### src/rtl/mc_sequencer_pkg.sv
// Shared types and encodings for the multicycle control sequencer.
package mc_pkg;

  typedef enum logic [3:0] {
    StIdle    = 4'd0,
    StFetch   = 4'd1,
    StDecode  = 4'd2,
    StExecR   = 4'd3,
    StRwb     = 4'd4,
    StMemAddr = 4'd5,
    StMemRd   = 4'd6,
    StMwb     = 4'd7,
    StMemWr   = 4'd8,
    StBranch  = 4'd9,
    StJump    = 4'd10,
    StHalt    = 4'd11,
    StErr     = 4'd12
  } state_e;

  localparam logic [3:0] OPC_LW   = 4'b1000;
  localparam logic [3:0] OPC_SW   = 4'b1001;
  localparam logic [3:0] OPC_J    = 4'b1100;
  localparam logic [3:0] OPC_BEQ  = 4'b1101;
  localparam logic [3:0] OPC_HALT = 4'b1111;

  localparam logic [1:0] ALU_OP_ADD   = 2'b00;
  localparam logic [1:0] ALU_OP_SUB   = 2'b01;
  localparam logic [1:0] ALU_OP_FUNCT = 2'b10;

  localparam logic [1:0] ALU_B_REG = 2'b00;
  localparam logic [1:0] ALU_B_ONE = 2'b01;
  localparam logic [1:0] ALU_B_IMM = 2'b10;

  typedef struct packed {
    logic       mem_read;
    logic       mem_write;
    logic       iord;
    logic       reg_write;
    logic       reg_dst;
    logic       mem_to_reg;
    logic       alu_src_a;
    logic [1:0] alu_src_b;
    logic [1:0] alu_op;
    logic       halted;
  } ctrl_t;

  // Control strobes that are valid for the whole time the FSM sits in a state.
  function automatic ctrl_t decode_ctrl(state_e st);
    ctrl_t c;
    c = '0;
    case (st)
      StFetch:   c.mem_read = 1'b1;
      StExecR:   begin c.alu_src_a = 1'b1; c.alu_src_b = ALU_B_REG; c.alu_op = ALU_OP_FUNCT; end
      StRwb:     begin c.reg_write = 1'b1; c.reg_dst = 1'b1; end
      StMemAddr: begin c.alu_src_a = 1'b1; c.alu_src_b = ALU_B_IMM; c.alu_op = ALU_OP_ADD; end
      StMemRd:   begin c.mem_read = 1'b1; c.iord = 1'b1; end
      StMwb:     begin c.reg_write = 1'b1; c.mem_to_reg = 1'b1; end
      StMemWr:   begin c.mem_write = 1'b1; c.iord = 1'b1; end
      StBranch:  begin c.alu_src_a = 1'b1; c.alu_src_b = ALU_B_REG; c.alu_op = ALU_OP_SUB; end
      StHalt:    c.halted = 1'b1;
      default:   c = '0;
    endcase
    return c;
  endfunction

endpackage

### src/rtl/mc_sequencer_if.sv
// Sequencer-to-datapath/memory bundle; master is the sequencer side.
interface mc_sequencer_if #(
  parameter int unsigned DATA_W = 16,
  parameter int unsigned ADDR_W = 6
);
  logic              run;
  logic [DATA_W-1:0] mem_rdata;
  logic              mem_ready;
  logic              alu_zero;
  logic [ADDR_W-1:0] pc;
  logic [DATA_W-1:0] ir;
  logic              mem_read;
  logic              mem_write;
  logic              iord;
  logic              ir_write;
  logic              reg_write;
  logic              reg_dst;
  logic              mem_to_reg;
  logic              alu_src_a;
  logic [1:0]        alu_src_b;
  logic [1:0]        alu_op;
  logic [3:0]        state_dbg;
  logic              halted;
  logic              err_timeout;

  modport master (
    input  run, mem_rdata, mem_ready, alu_zero,
    output pc, ir, mem_read, mem_write, iord, ir_write, reg_write, reg_dst, mem_to_reg,
           alu_src_a, alu_src_b, alu_op, state_dbg, halted, err_timeout
  );

  modport slave (
    output run, mem_rdata, mem_ready, alu_zero,
    input  pc, ir, mem_read, mem_write, iord, ir_write, reg_write, reg_dst, mem_to_reg,
           alu_src_a, alu_src_b, alu_op, state_dbg, halted, err_timeout
  );
endinterface

### src/rtl/mc_sequencer_wait_timer.sv
// Memory wait-state counter: counts stalled cycles, flags the last allowed one without ready.
module mc_wait_timer #(
  parameter int unsigned WAIT_MAX = 15
) (
  input  logic clock,
  input  logic reset,
  input  logic clear,
  input  logic ready,
  output logic expired
);
  localparam int unsigned CNT_W = $clog2(WAIT_MAX + 1);

  logic [CNT_W-1:0] count_q, count_d;

  always_comb begin
    count_d = (clear || ready) ? '0 : count_q + 1'b1;
    // This cycle brings the count to WAIT_MAX; a ready here still wins.
    expired = !clear && !ready && (count_q == CNT_W'(WAIT_MAX - 1));
  end

  always_ff @(posedge clock) begin
    if (reset) count_q <= '0;
    else       count_q <= count_d;
  end
endmodule

### src/rtl/mc_sequencer.sv
// Multicycle control sequencer: PC/IR ownership, control FSM, registered datapath strobes.
module mc_sequencer
  import mc_pkg::*;
#(
  parameter int unsigned DATA_W   = 16,
  parameter int unsigned ADDR_W   = 6,
  parameter int unsigned OPC_W    = 4,
  parameter int unsigned WAIT_MAX = 15
) (
  input logic            clock,
  input logic            reset,
  mc_sequencer_if.master bus
);
  state_e            state_q, state_d;
  logic [ADDR_W-1:0] pc_q, pc_d;
  logic [DATA_W-1:0] ir_q, ir_d;
  ctrl_t             ctrl_q;
  logic              ir_write_q, ir_load;
  logic              err_q;
  logic              run_q;
  logic              mem_state, expired;
  logic [3:0]        opc;
  logic [ADDR_W-1:0] br_off;

  assign opc       = 4'(ir_q[DATA_W-1 -: OPC_W]);
  assign br_off    = {{(ADDR_W - 4){ir_q[3]}}, ir_q[3:0]};
  assign mem_state = (state_q == StFetch) || (state_q == StMemRd) || (state_q == StMemWr);

  mc_wait_timer #(
    .WAIT_MAX(WAIT_MAX)
  ) u_wait_timer (
    .clock  (clock),
    .reset  (reset),
    .clear  (!mem_state),
    .ready  (bus.mem_ready),
    .expired(expired)
  );

  always_comb begin
    state_d = state_q;
    pc_d    = pc_q;
    ir_d    = ir_q;
    ir_load = 1'b0;
    unique case (state_q)
      StIdle: if (bus.run) state_d = StFetch;
      StFetch: begin
        if (bus.mem_ready) begin
          ir_d    = bus.mem_rdata;
          pc_d    = pc_q + 1'b1;
          ir_load = 1'b1;
          state_d = StDecode;
        end else if (expired) begin
          state_d = StErr;
        end
      end
      StDecode: begin
        if (!opc[3]) begin
          state_d = StExecR;
        end else begin
          case (opc)
            OPC_LW, OPC_SW: state_d = StMemAddr;
            OPC_J:          state_d = StJump;
            OPC_BEQ:        state_d = StBranch;
            OPC_HALT:       state_d = StHalt;
            default:        state_d = StFetch;
          endcase
        end
      end
      StExecR:   state_d = StRwb;
      StRwb:     state_d = StFetch;
      StMemAddr: state_d = (opc == OPC_LW) ? StMemRd : StMemWr;
      StMemRd: begin
        if (bus.mem_ready) state_d = StMwb;
        else if (expired)  state_d = StErr;
      end
      StMwb: state_d = StFetch;
      StMemWr: begin
        if (bus.mem_ready) state_d = StFetch;
        else if (expired)  state_d = StErr;
      end
      StBranch: begin
        // pc already points past the branch, so the offset is relative to pc+1.
        if (bus.alu_zero) pc_d = pc_q + br_off;
        state_d = StFetch;
      end
      StJump: begin
        pc_d    = ir_q[ADDR_W-1:0];
        state_d = StFetch;
      end
      StHalt: if (bus.run && !run_q) state_d = StFetch;
      StErr:  state_d = StErr;
      default: state_d = StIdle;
    endcase
  end

  always_ff @(posedge clock) begin
    if (reset) begin
      state_q    <= StIdle;
      pc_q       <= '0;
      ir_q       <= '0;
      ctrl_q     <= '0;
      ir_write_q <= 1'b0;
      err_q      <= 1'b0;
      run_q      <= 1'b0;
    end else begin
      state_q    <= state_d;
      pc_q       <= pc_d;
      ir_q       <= ir_d;
      ctrl_q     <= decode_ctrl(state_d);
      ir_write_q <= ir_load;
      err_q      <= err_q || (state_d == StErr);
      run_q      <= bus.run;
    end
  end

  assign bus.pc          = pc_q;
  assign bus.ir          = ir_q;
  assign bus.mem_read    = ctrl_q.mem_read;
  assign bus.mem_write   = ctrl_q.mem_write;
  assign bus.iord        = ctrl_q.iord;
  assign bus.ir_write    = ir_write_q;
  assign bus.reg_write   = ctrl_q.reg_write;
  assign bus.reg_dst     = ctrl_q.reg_dst;
  assign bus.mem_to_reg  = ctrl_q.mem_to_reg;
  assign bus.alu_src_a   = ctrl_q.alu_src_a;
  assign bus.alu_src_b   = ctrl_q.alu_src_b;
  assign bus.alu_op      = ctrl_q.alu_op;
  assign bus.state_dbg   = state_q;
  assign bus.halted      = ctrl_q.halted;
  assign bus.err_timeout = err_q;
endmodule

### src/flat_wrapper.sv
// flat-port wrapper written by rule: the top's interface ports become plain ports
module mc_sequencer_flat import mc_pkg::*;
#(
  parameter int unsigned DATA_W   = 16,
  parameter int unsigned ADDR_W   = 6,
  parameter int unsigned OPC_W    = 4,
  parameter int unsigned WAIT_MAX = 15
)
  (clock, reset, bus_run, bus_mem_rdata, bus_mem_ready, bus_alu_zero, bus_pc, bus_ir, bus_mem_read, bus_mem_write, bus_iord, bus_ir_write, bus_reg_write, bus_reg_dst, bus_mem_to_reg, bus_alu_src_a, bus_alu_src_b, bus_alu_op, bus_state_dbg, bus_halted, bus_err_timeout);
  mc_sequencer_if #(.DATA_W(DATA_W), .ADDR_W(ADDR_W)) bus_i ();
  input logic clock;
  input logic reset;
  input wire logic [$bits(bus_i.run)-1:0] bus_run;
  input wire logic [$bits(bus_i.mem_rdata)-1:0] bus_mem_rdata;
  input wire logic [$bits(bus_i.mem_ready)-1:0] bus_mem_ready;
  input wire logic [$bits(bus_i.alu_zero)-1:0] bus_alu_zero;
  output wire logic [$bits(bus_i.pc)-1:0] bus_pc;
  output wire logic [$bits(bus_i.ir)-1:0] bus_ir;
  output wire logic [$bits(bus_i.mem_read)-1:0] bus_mem_read;
  output wire logic [$bits(bus_i.mem_write)-1:0] bus_mem_write;
  output wire logic [$bits(bus_i.iord)-1:0] bus_iord;
  output wire logic [$bits(bus_i.ir_write)-1:0] bus_ir_write;
  output wire logic [$bits(bus_i.reg_write)-1:0] bus_reg_write;
  output wire logic [$bits(bus_i.reg_dst)-1:0] bus_reg_dst;
  output wire logic [$bits(bus_i.mem_to_reg)-1:0] bus_mem_to_reg;
  output wire logic [$bits(bus_i.alu_src_a)-1:0] bus_alu_src_a;
  output wire logic [$bits(bus_i.alu_src_b)-1:0] bus_alu_src_b;
  output wire logic [$bits(bus_i.alu_op)-1:0] bus_alu_op;
  output wire logic [$bits(bus_i.state_dbg)-1:0] bus_state_dbg;
  output wire logic [$bits(bus_i.halted)-1:0] bus_halted;
  output wire logic [$bits(bus_i.err_timeout)-1:0] bus_err_timeout;
  assign bus_i.run = bus_run;
  assign bus_i.mem_rdata = bus_mem_rdata;
  assign bus_i.mem_ready = bus_mem_ready;
  assign bus_i.alu_zero = bus_alu_zero;
  assign bus_pc = bus_i.pc;
  assign bus_ir = bus_i.ir;
  assign bus_mem_read = bus_i.mem_read;
  assign bus_mem_write = bus_i.mem_write;
  assign bus_iord = bus_i.iord;
  assign bus_ir_write = bus_i.ir_write;
  assign bus_reg_write = bus_i.reg_write;
  assign bus_reg_dst = bus_i.reg_dst;
  assign bus_mem_to_reg = bus_i.mem_to_reg;
  assign bus_alu_src_a = bus_i.alu_src_a;
  assign bus_alu_src_b = bus_i.alu_src_b;
  assign bus_alu_op = bus_i.alu_op;
  assign bus_state_dbg = bus_i.state_dbg;
  assign bus_halted = bus_i.halted;
  assign bus_err_timeout = bus_i.err_timeout;
  mc_sequencer #(.DATA_W(DATA_W), .ADDR_W(ADDR_W), .OPC_W(OPC_W), .WAIT_MAX(WAIT_MAX)) u_core (.clock(clock), .reset(reset), .bus(bus_i));
endmodule
### config.mk
export PLATFORM = sky130hd
export DESIGN_NAME = mc_sequencer_flat
export DESIGN_NICKNAME = d
export VERILOG_FILES = /design/src/rtl/mc_sequencer_pkg.sv /design/src/rtl/mc_sequencer_if.sv /design/src/rtl/mc_sequencer_wait_timer.sv /design/src/rtl/mc_sequencer.sv /design/src/flat_wrapper.sv
export SDC_FILE = /design/constraint.sdc
export NUM_CORES = 1
export LEC_CHECK = 0
export ABC_CLOCK_PERIOD_IN_PS = 5700
export BUFFER_PORTS_ARGS = -buffer_cell sky130_fd_sc_hd__buf_2
export CORE_MARGIN = 2
export CORE_UTILIZATION = 24
export CTS_BUF_LIST = sky130_fd_sc_hd__clkbuf_8
export DETAILED_ROUTE_END_ITERATION = 12
export SLEW_MARGIN = 10
export SYNTH_ARGS = -nofsm -noshare
export SYNTH_HDL_FRONTEND = slang
export SYNTH_SLANG_ARGS = --single-unit
### constraint.sdc
create_clock -name clock -period 5.7 [get_ports clock]
set_input_delay 0.855 -clock clock [delete_from_list [all_inputs] [get_ports clock]]
set_output_delay 0.855 -clock clock [all_outputs]
set_load 0.05 [all_outputs]
## Word level (Yosys, flattened, before mapping)

Index checks and enable logic that the tools add are counted.

- Input bits: 21
- Output and inout port bits: 40
- Bits in writable memories: 0
- Memory bits (read-only): 0
- Logic and storage cells: 94
- Register bits after elaboration: 45
- Memories: 0
- Latch bits: 0

- Reductions and logical operators: 21
- Multipliers: 0
- Shifts and indexed selects: 0
- Multiplexer cells: 22
- Div/mod/pow operators: 0
- Add/sub/neg operators: 3
- Equal/unequal tests: 30
- Bitwise logic cells: 1
- Order comparisons: 0

Operator list:

| cell | count |
|---|---|
| equality test 4 bit, second input constant | 15 |
| case mux 4 bit (10 select lines) | 1 |
| equality test 4 x 3 -> 1 bit, second input constant | 8 |
| 2-to-1 mux 4 bit | 8 |
| case mux 6 bit (3 select lines) | 1 |
| case mux 4 bit (4 select lines) | 1 |
| case mux 5 bit (3 select lines) | 1 |
| equality test 4 x 2 -> 1 bit, second input constant | 3 |
| 2-to-1 mux 6 bit | 2 |
| OR reduction 2 bit | 6 |
| equality test 4 x 1 -> 1 bit, second input constant | 2 |
| 2-to-1 mux 1 bit | 8 |
| adder 6 x 1 -> 6 bit, second input constant | 1 |
| adder 6 bit | 1 |
| adder 4 x 1 -> 4 bit, second input constant | 1 |
| logical NOT 4 bit | 1 |
| logical OR 1 bit | 4 |
| != test 2 bit, second input constant | 2 |
| OR reduction 4 bit | 1 |
| logical AND 1 bit | 3 |
| logical NOT 1 bit | 3 |
| AND reduction 3 bit | 1 |
| nonzero test 3 bit | 1 |
| AND reduction 2 bit | 1 |
| inverter 1 bit | 1 |

## Depth between registers and ports, before layout

Gate-level depths: netlist of the first run.

- Word-level depth: 11
- Gate-level depth with buffers: 12
- Gate-level depth less buffers: 12

## By module

From an unflattened synthesis of the first run, not the netlist that was laid out.

- Cell total of the unflattened synthesis: 269
- Area, all modules: 2210.9 µm²

Modules (own cells, without submodules):

| module | cells an instance | seq. area each (µm²) | times used | area each (µm²) |
|---|---|---|---|---|
| mc_sequencer | 251 | 800.8 | 1 | 2026.9 |
| mc_wait_timer | 18 | 80.1 | 1 | 183.9 |

## Least setup slack after synthesis of the first run

OpenSTA, ideal clock, no wires.

- Path type: reg-to-reg
- Start point: register u_core.state_q[3] (netlist: u_core.bus.state_dbg[3])
- End point: register u_core.pc_q[4] (netlist: u_core.bus.pc[4])
- Setup time: 116 ps
- Path buffers: 1
- Setup slack: 3151 ps
- Clock period less this slack: 2549 ps
- Stages on the path, launching flop included: 13
- Data required time: 5584 ps
- Data arrival time: 2433 ps
- Cell sequence: dfxtp_1 > buf_4 > and3_1 > nand2b_1 > ha_1 > inv_1 > fa_1 > inv_1 > a21o_1 > a21oi_1 > xor2_1 > o211ai_1 > o211a_1

- Longest elaborated chain between the ends: 3
- Elaborated cells on any way between the ends: 8
- Those cells by class: 5 x eq/ne; 1 x mux; 2 x reduce/logical

RTL lines:

| what | RTL line | text |
|---|---|---|
| from (decl) | mc_sequencer.sv:14 | `state_e state_q, state_d;` |
| from (signal assigned) | mc_sequencer.sv:98 | `state_q <= StIdle;` |
| from (signal assigned) | mc_sequencer.sv:106 | `state_q <= state_d;` |
| equality test 4 bit / equality test 4 x 1 -> 1 bit (equally long branches) | mc_sequencer.sv:44 | `unique case (state_q)` |
| != test 2 bit (no line) / nonzero test 3 bit (equally long branches) | - |  |
| AND reduction 3 bit (no line) | - |  |
| to (signal assigned) | mc_sequencer.sv:107 | `pc_q <= pc_d;` |
| to (decl) | mc_sequencer.sv:15 | `logic [ADDR_W-1:0] pc_q, pc_d;` |

Parallel ways exist; a longest one is shown, timed or not.
A chain may end at the register's enable or synchronous reset.

## Worst setup path after layout of the first run

- Start point: register u_core.state_q[2] (netlist: u_core.bus.state_dbg[2])
- End point: register u_core.pc_q[4] (netlist: u_core.bus.pc[4])

Same word-level chain as after synthesis.

==> metrics.txt, run 1 <==
postcts setup bufs 0; WL/cell 12.8 µm; Syn. warnings 0; Final min period 2.55 ns; DRT iter0 DRCs 117; CTS clk-pin slew, worst paths 0.08 ns; worst skew pair latency 0.30 ns; post-synthesis sequential area ratio 39.5%; grt ovf 0; Sinks on Clock Net 44; M1 GR Usage 14.3%; final std cells w/o fill 428; final hold vios 0; cell count after synthesis 264; hold_ws 0.458 ns; Routed Antenna Nets 0; Die ar. 0.0101 mm²; Hold Buf Count CTS 0; crit path kind flip-flop to flip-flop; Yosys reg bits 44; Die Y 100 µm; Total GRT Usage 11.6%; Max Fclk 391 MHz; first-pass GRT wire length 9270 µm; vias per inst 4.65; CTS tree built; footprint of the multi-input gates 0.00125 mm²; ant diodes 0; syn nets 293; Worst R2R Setup Slack 3.15 ns; Synth cell types 56; Post-synth EDFFs 0; share of cells above drive strength 1 25.2%; Initial DRT Pass Iterations 4; unrepaired setup endpoints after global routing false; grt met3 use 3.48%; clock tree buffer depth 2; Post-DP Area 0.00259 mm²; cells on worst reg2reg path 12; Clock Root Buffer clkbuf_8; max reg flops 16; CTS Buf Count 5; # H-tree levels 2; Die Wd 100 µm; Starting Density 24.5%; share of flip-flops with an asynchronous set or reset 0%; Crit path max-delay family flip-flops; Slew Limit Fails 0; Area Growth Syn to Fin 21.9%; ys flop type dfxtp_1; total wire length 5490 µm; Sequential Area 881 µm²; status finished clean; max-cap check violation count 0; Reg-to-Reg End u_core.bus.pc[4]; WP data required 5.95 ns; initial antenna violation count 0; CP Buf/Inv Count 2; # IOs 61; Pleak 1.17 nW; # DRC 0; Pwr Total 0.749 mW; HP Class flip-flop to flip-flop; Pwr per Cell Area 275 mW/mm²; mapped cell area 0.00223 mm²; Inst Count DP 421; vias in the first global route 1,991; Worst path most repeated cell inv_1; DP HPWL 4070 µm; endpoints failing setup 0; Worst setup SP type flip-flop; Fillers 991; relative slew slack 32.1%; Critical Path Sink Type flip-flop; FP Rows 35; Least-Margin Pin Slew 1.01 ns; WHS Endpoint u_core.bus.ir[9]; hold depth 2; met2 usage 18.7%; Post-Layout Inst Area 0.00272 mm²; clock skew 0.00867 ns; critical path arrival 2.80 ns; nets 346; hold path start u_core.bus.ir[9]; VDD IR max 0.143 mV; Slowest-stage cell, CP dfxtp_1; Buffers on Ports 59; gpl congestion 0.784; Cell Chain, Critical Path nor2_2 -> and3_1 -> nand2b_1 -> ha_1 -> inv_1 -> fa_1 -> inv_1 -> a21o_1 -> a21oi_1 -> xor2_1 -> o211ai_1 -> o211a_1; gr busiest metal met2; mean area per synthesized cell 8.45 µm²; via count 1,991; Setup TNS Final 0 ns; cts repair resizes 0; Max Fanout on Critical Path 18; Final Cycle Share 44.8%; CORE AREA 0.00911 mm²; CP max stage delay 0.70 ns; pin count of the biggest net entering global routing 32; reg2reg start u_core.bus.state_dbg[2]
[routing by layer]
metal / vias up / wire length [µm]
li1: 1021 / -
met1: 907 / 2620
met2: 52 / 2470
met3: 11 / 304
met4: 0 / 100
met5: - / 0
[kinds of logic after synthesis]
group | after synthesis | share of synthesized area (%)
fa+ha+maj | 8 | 4.82
simple gates | 126 | 30.3
flops | 44 | 39.5
buf+inv | 21 | 4.66
compound gates | 54 | 16.4
mux | 3 | 1.40
other cells | 1 | 0.168
xor+xnor | 7 | 2.75
[worst max path at each step]
stage                            startpoint          endpoint  slack (ns)  cells after the start
global placement    u_core.bus.state_dbg[3]  u_core.bus.pc[4]        3.26                     11
finish              u_core.bus.state_dbg[2]  u_core.bus.pc[4]        3.15                     12
CTS                 u_core.bus.state_dbg[2]  u_core.bus.pc[4]        3.15                     12
detailed placement  u_core.bus.state_dbg[2]  u_core.bus.pc[4]        3.17                     12
global route        u_core.bus.state_dbg[2]  u_core.bus.pc[4]        2.99                     12
floorplan           u_core.bus.state_dbg[3]  u_core.bus.pc[4]        3.15                     12
[worst reg2reg max path, stage by stage, from the launching register on]
cell and delay (ns):
dfxtp_1 0.70, nor2_2 0.12, and3_1 0.25, nand2b_1 0.09
ha_1 0.19, inv_1 0.06, fa_1 0.39, inv_1 0.07
a21o_1 0.11, a21oi_1 0.07, xor2_1 0.14, o211ai_1 0.16
o211a_1 0.17
[Yosys cell counts (all sizes together), types with 3 or more instances]
master | n | area [µm²]
xor2 | 3 | 26.3
buf | 8 | 55.1
nand4 | 3 | 18.8
nand2 | 46 | 173
nand2b | 6 | 37.5
nor2 | 25 | 96.4
or3 | 4 | 25.0
a211oi | 6 | 50.1
and2 | 3 | 18.8
nor2b | 5 | 31.3
a21o | 3 | 22.5
a21oi | 22 | 110
dfxtp | 44 | 881
clkbuf | 5 | 18.8
and3 | 3 | 23.8
inv | 8 | 30.0
ha | 7 | 87.6
a32oi | 3 | 26.3
nand3 | 6 | 35.0
nor3 | 5 | 25.0
xnor2 | 4 | 35.0
o21ai | 6 | 30.0
a31oi | 4 | 25.0
nor3b | 7 | 68.8
[final cells by class]
class | instances | area share [%]
Inverter | 8 | 1.10
Clock inverter | 2 | 2.21
Clock buffer | 5 | 2.53
Timing Repair Buffer | 59 | 10.9
Tap cell | 111 | 5.11
Multi-Input combinational cell | 199 | 45.8
Sequential cell | 44 | 32.4
[metrics by stage]
step	util [%]	setup slack, ns
after floorplan	-	3.15
after global placement	28.4	3.26
after detailed placement	28.4	3.17
after CTS	29.9	3.15
after global routing	29.9	2.99
final	29.9	3.15
[layout by cell type (no fill, tap or decap), types with 2 or more instances in the layout]
master and instances:
a211oi_1 5, bufinv_16 2, nand2b_1 6, a22oi_1 2
and2b_1 2, o211ai_1 2, inv_1 7, buf_2 59
a21oi_1 22, and3_1 2, nor3b_1 5, or3_1 4
nor2b_1 5, nand3_1 5, and2_1 3, nor2_1 24
o21ai_0 6, mux2i_1 2, and4bb_2 2, dfxtp_1 44
clkbuf_8 5, a32oi_1 3, ha_1 7, nand2_1 46
xor2_1 3, nor3_1 5, a31oi_1 4, nand3b_1 2
xnor2_1 4, nand4_1 3, a21o_1 3
[power breakdown]
part           internal [mW]  switching [mW]
clock network          0.173           0.105
logic                 0.0429          0.0924
registers              0.320          0.0160
Note: power is estimated with default switching activity, not from simulation.
==> inputs of run 2 (changes only) <==
Settings changed: ABC_CLOCK_PERIOD_IN_PS 5700 to 2600.
Clock period 5.7 ns to 2.6 ns, I/O delays scaled along.
==> run 2 against run 1 <==
- worst hold slack worse by 0.14 ns
- global-route usage up 0.47 points
- combinational power up 140%
- sequential cell count unchanged
- sequential share of layout area down 0.44 points
- cell count up 1.6%
- clock skew down 0.0025 ns
- first-iteration DRC count up 6.0%
- via count up 3.9%
==> metrics.txt, run 2 (synthesis results as in run 1) <==
Slowest-stage cell, CP dfxtp_1; Post-Layout Inst Area 0.00276 mm² (+1.4%); Buffers on Ports 59 (unchanged); Total GRT Usage 12.0% (+0.47 points); postcts setup bufs 0 (unchanged); CP Buf/Inv Count 2 (unchanged); HP Class input pin to flip-flop; status finished clean; Starting Density 24.5% (unchanged); first-pass GRT wire length 9700 µm (+4.7%); relative slew slack 41.6% (+9.5 points); Inst Count DP 427 (+1.4%); Crit. Startpoint u_core.bus.state_dbg[1]; max-cap check violation count 0 (unchanged); Least-Margin Pin Slew 0.872 ns (-0.141 ns); CP max stage delay 0.33 ns (-0.37 ns); Routed Antenna Nets 0 (unchanged); Die Y 100 µm (unchanged); Worst setup SP type flip-flop; CTS Buf Count 5 (unchanged); total wire length 5760 µm (+4.9%); Pwr per Cell Area 581 mW/mm² (+110%); Die ar. 0.0101 mm² (unchanged); crit path kind flip-flop to flip-flop; Pleak 1.20 nW (+2.5%); Sinks on Clock Net 44 (unchanged); Final min period 2.26 ns (-0.294 ns); cells on worst reg2reg path 12 (unchanged); DRT iter0 DRCs 124 (+6.0%); vias per inst 4.76 (+2.2%); cts repair resizes 0 (unchanged); pin count of the biggest net entering global routing 32 (unchanged); Clock Root Buffer clkbuf_8; # DRC 0 (unchanged); share of cells above drive strength 1 26.9% (+1.6 points); ant diodes 0 (unchanged); crit path to u_core.bus.pc[4]; clock skew 0.00617 ns (-0.00250 ns); Post-DP Area 0.00264 mm² (+1.7%); Pwr Total 1.60 mW (+110%); Hold Buf Count CTS 0 (unchanged); DP HPWL 4240 µm (+4.3%); final hold vios 0 (unchanged); final worst slack 0.340 ns (-2.81 ns); nets 352 (+1.7%); FP Rows 35 (unchanged); via count 2,069 (+3.9%); Reg-to-Reg End u_core.bus.pc[4]; CTS tree built; endpoints failing setup 0 (unchanged); Crit path max-delay family compound AO/OA/AOI/OAI gates; Final Cycle Share 86.9% (+42 points); final std cells w/o fill 435 (+1.6%); hold_ws 0.316 ns (-0.142 ns); CORE AREA 0.00911 mm² (unchanged); Area Growth Syn to Fin 23.6%; gpl congestion 0.833 (+6.3%); most frequent cells in the layout buf_2, nand2_1, dfxtp_1, nor2_1, a21oi_1; worst skew pair latency 0.30 ns (about the same); Max Fclk 442 MHz (+13%); Slew Limit Fails 0 (unchanged); critical path arrival 2.46 ns (-0.34 ns); WL/cell 13.2 µm (+3.2%); WP data required 2.80 ns (-3.15 ns); grt ovf 0 (unchanged); Worst path most repeated cell inv_1; reg2reg start u_core.bus.state_dbg[1]; pre-CTS WS 0.353 ns (-2.81 ns); Critical Path Sink Type flip-flop; vias in the first global route 2,025 (+1.7%); clock tree buffer depth 2 (unchanged); initial antenna violation count 0 (unchanged); Cell Chain, Critical Path nor2_2 -> and3_1 -> nand2b_1 -> ha_1 -> inv_1 -> fa_1 -> inv_1 -> a21o_1 -> a21oi_1 -> xor2_1 -> o211ai_1 -> o211a_1; Setup TNS Final 0 ns (unchanged); VDD IR max 0.307 mV (+110%); Die Wd 100 µm (unchanged); commonest non-fill, non-tap cell in the layout buf_2; Post-Route Utilization 30.3% (+0.41 points); Initial DRT Pass Iterations 4 (unchanged); CTS clk-pin slew, worst paths 0.09 ns (about the same); # IOs 61 (unchanged); WP depth 12 (unchanged); unrepaired setup endpoints after global routing false; max reg flops 16 (unchanged); Fillers 1,016 (+2.5%); # H-tree levels 2 (unchanged); Worst R2R Setup Slack 0.34 ns (-2.81 ns); Max Fanout on Critical Path 5 (-13)
run 2: cell type report:
| cell class | count | area (µm²) | share of cell area, % |
|---|---|---|---|
| flip-flops and latches | 44 | 881 | 31.9 |
| clock buffers | 6 | 82.6 | 2.99 |
| well taps | 111 | 139 | 5.04 |
| clock inverters | 2 | 38.8 | 1.41 |
| multi-input cells | 199 | 1250 | 45.2 |
| inverters | 8 | 30.0 | 1.09 |
| repair buffers | 65 | 340 | 12.3 |
run 2: how the worst min path moves through the flow:
| stage | startpoint | to | cells after the start |
|---|---|---|---|
| finish | bus_mem_rdata[9] | u_core.bus.ir[9] | 3 |
| global route | bus_mem_rdata[4] | u_core.bus.ir[4] | 3 |
| CTS | bus_mem_rdata[9] | u_core.bus.ir[9] | 3 |
| detailed placement | u_core.bus.ir[9] | u_core.bus.ir[9] | 2 |
| global placement | u_core.bus.ir[9] | u_core.bus.ir[9] | 2 |
| floorplan | u_core.u_wait_timer.count_q[0] | u_core.u_wait_timer.count_q[0] | 1 |
run 2: metal layers:
metal | track usage, % | wire length, µm
met5 | 0 | 0
met4 | 3.48 | 70
met3 | 2.86 | 358
met2 | 20.2 | 2770
met1 | 15.4 | 2550
run 2: tightest hold or removal path, stage by stage:
cell and delay (ns):
buf_2 0.09, nand2_1 0.04, a21oi_1 0.05
run 2: power by group:
group	internal, mW	switching, mW
sequential	0.701	0.0206
combinational	0.0999	0.220
clock	0.314	0.246
total	1.12	0.486
==> inputs of run 3 (changes only) <==
Settings changed: BUFFER_PORTS_ARGS -buffer_cell sky130_fd_sc_hd__buf_2 to -buffer_cell sky130_fd_sc_hd__buf_4.
==> run 3 against run 2 <==
- sequential share of layout area is 1.3 points lower
- largest power group unchanged
- wire length is 2.4% lower
- die area stayed put
- register-to-register slack worse by 0.02 ns
- sequential power hardly changed
- first-iteration DRC count is 17% lower
- cell count stayed put
- via count is 2.7% lower
- highest routed layer unchanged
==> metrics.txt, run 3 (synthesis results as in run 1) <==
status finished clean; unrepaired setup endpoints after global routing false; Sinks on Clock Net 44 (unchanged); # H-tree levels 2 (unchanged); gpl congestion 0.854 (+2.5%); VDD IR max 0.210 mV (-32%); FP Rows 35 (unchanged); Worst R2R Setup Slack 0.32 ns (-0.02 ns); Buffers on Ports 59 (unchanged); grt ovf 0 (unchanged); via count 2,013 (-2.7%); Cell Chain, Critical Path nor2_2 -> and3_1 -> nand2b_1 -> ha_1 -> inv_1 -> fa_1 -> inv_1 -> a21o_1 -> a21oi_1 -> xor2_1 -> o211ai_1 -> o211a_1; Hold Buf Count CTS 0 (unchanged); Pwr Total 1.51 mW (-6.0%); Max Fanout on Critical Path 5 (unchanged); Starting Density 24.5% (unchanged); ant diodes 0 (unchanged); Post-Layout Inst Area 0.00287 mm² (+4.2%); Worst path most repeated cell inv_1; cts repair resizes 0 (unchanged); max-cap check violation count 0 (unchanged); Area Growth Syn to Fin 28.8%; Pwr per Cell Area 524 mW/mm² (-9.8%); first-pass GRT wire length 9320 µm (-3.9%); Final Cycle Share 87.8% (+0.88 points); crit path kind flip-flop to flip-flop; commonest non-fill, non-tap cell in the layout buf_4; WL/cell 12.9 µm (-2.4%); Die Y 100 µm (unchanged); Least-Margin Pin Slew 0.804 ns (-0.0687 ns); # DRC 0 (unchanged); Post-DP Area 0.00278 mm² (+5.6%); Pleak 1.20 nW (-0.13%); final hold vios 0 (unchanged); CP max stage delay 0.33 ns (about the same); Slowest-stage cell, CP dfxtp_1; Final min period 2.28 ns (+0.0230 ns); Initial DRT Pass Iterations 7 (+3); DRT iter0 DRCs 103 (-17%); Max Fclk 438 MHz (-1.0%); Worst setup SP type flip-flop; Critical Path Sink Type flip-flop; postcts setup bufs 0 (unchanged); DP HPWL 4210 µm (-0.87%); CTS Buf Count 5 (unchanged); Post-Route Utilization 31.6% (+1.3 points); CORE AREA 0.00911 mm² (unchanged); HP Class input pin to flip-flop; most frequent cells in the layout buf_4, nand2_1, dfxtp_1, nor2_1, a21oi_1; Clock Root Buffer clkbuf_8; # IOs 61 (unchanged); endpoints failing setup 0 (unchanged); Routed Antenna Nets 0 (unchanged); clock tree buffer depth 2 (unchanged); initial antenna violation count 0 (unchanged); clock skew 0.0131 ns (+0.00691 ns); CTS clk-pin slew, worst paths 0.09 ns (about the same); total wire length 5620 µm (-2.4%); hold_ws 0.323 ns (+0.00697 ns); pin count of the biggest net entering global routing 32 (unchanged); Die ar. 0.0101 mm² (unchanged); Slew Limit Fails 0 (unchanged); max reg flops 16 (unchanged); worst skew pair latency 0.30 ns (about the same); vias per inst 4.63 (-2.7%); vias in the first global route 1,934 (-4.5%); share of cells above drive strength 1 26.9% (unchanged); Setup TNS Final 0 ns (unchanged); WP data required 2.80 ns (about the same); nets 352 (unchanged); relative slew slack 46.1% (+4.5 points); critical path arrival 2.49 ns (+0.03 ns); Total GRT Usage 11.6% (-0.49 points); CTS tree built; Die Wd 100 µm (unchanged)
## run 3: changes by cell type in the layout (fill, tap and decap cells not counted), sizes merged
| cell | before | now |
|---|---|---|
| bufinv | 1 | 0 |
| clkbuf | 6 | 5 |
| clkinvlp | 0 | 1 |
| inv | 8 | 9 |
## run 3: cell type report
| cell class | count | area [µm²] |
|---|---|---|
| well taps | 111 | 139 |
| flip-flops and latches | 44 | 881 |
| multi-input cells | 199 | 1250 |
| repair buffers | 65 | 488 |
| inverters | 8 | 30.0 |
| fillers | 971 | 6230 |
| clock inverters | 3 | 21.3 |
| clock buffers | 5 | 68.8 |
## run 3: worst max-delay path, delay by kind of cell (launching register included)
family | cells | cell delay [ns]
buffers and inverters | 2 | 0.12
AND/OR/NAND/NOR | 3 | 0.56
adder cells (fa/ha/maj) | 2 | 0.41
flip-flops | 1 | 0.33
XOR/XNOR | 1 | 0.16
AO/OA/AOI/OAI | 4 | 0.60
## run 3: path summary, 6_finish.rpt
path,start,endpoint,cells past startpoint
setup / recovery,u_core.bus.state_dbg[1],u_core.bus.pc[4],12
hold / removal,bus_run,u_core.run_q,2
setup reg to reg,u_core.bus.state_dbg[1],u_core.bus.pc[4],12
hold reg to reg,u_core.bus.ir[9],u_core.bus.ir[9],2
## run 3: where the power goes
| part | switching (mW) | internal [mW] |
|---|---|---|
| sequential | 0.0219 | 0.701 |
| clock | 0.249 | 0.191 |
| combinational | 0.219 | 0.123 |
| total | 0.490 | 1.02 |
## run 3: stage by stage
stage | std cells | worst slack (ns)
6_report | 435 | 0.317
5_1_grt | 435 | 0.132
4_1_cts | 435 | 0.323
3_5_place_dp | 427 | 0.346
3_3_place_gp | 427 | 0.454
2_1_floorplan | 264 | 0.0509
## run 3: routing by layer
layer | share of wire, % | global-route usage (%) | routed length, µm
met5 | 0 | 0 | 0
met1 | 46 | 14.5 | 2600
met3 | 4.5 | 2.79 | 255
met4 | 0.25 | 3.58 | 14
met2 | 49 | 19.6 | 2740
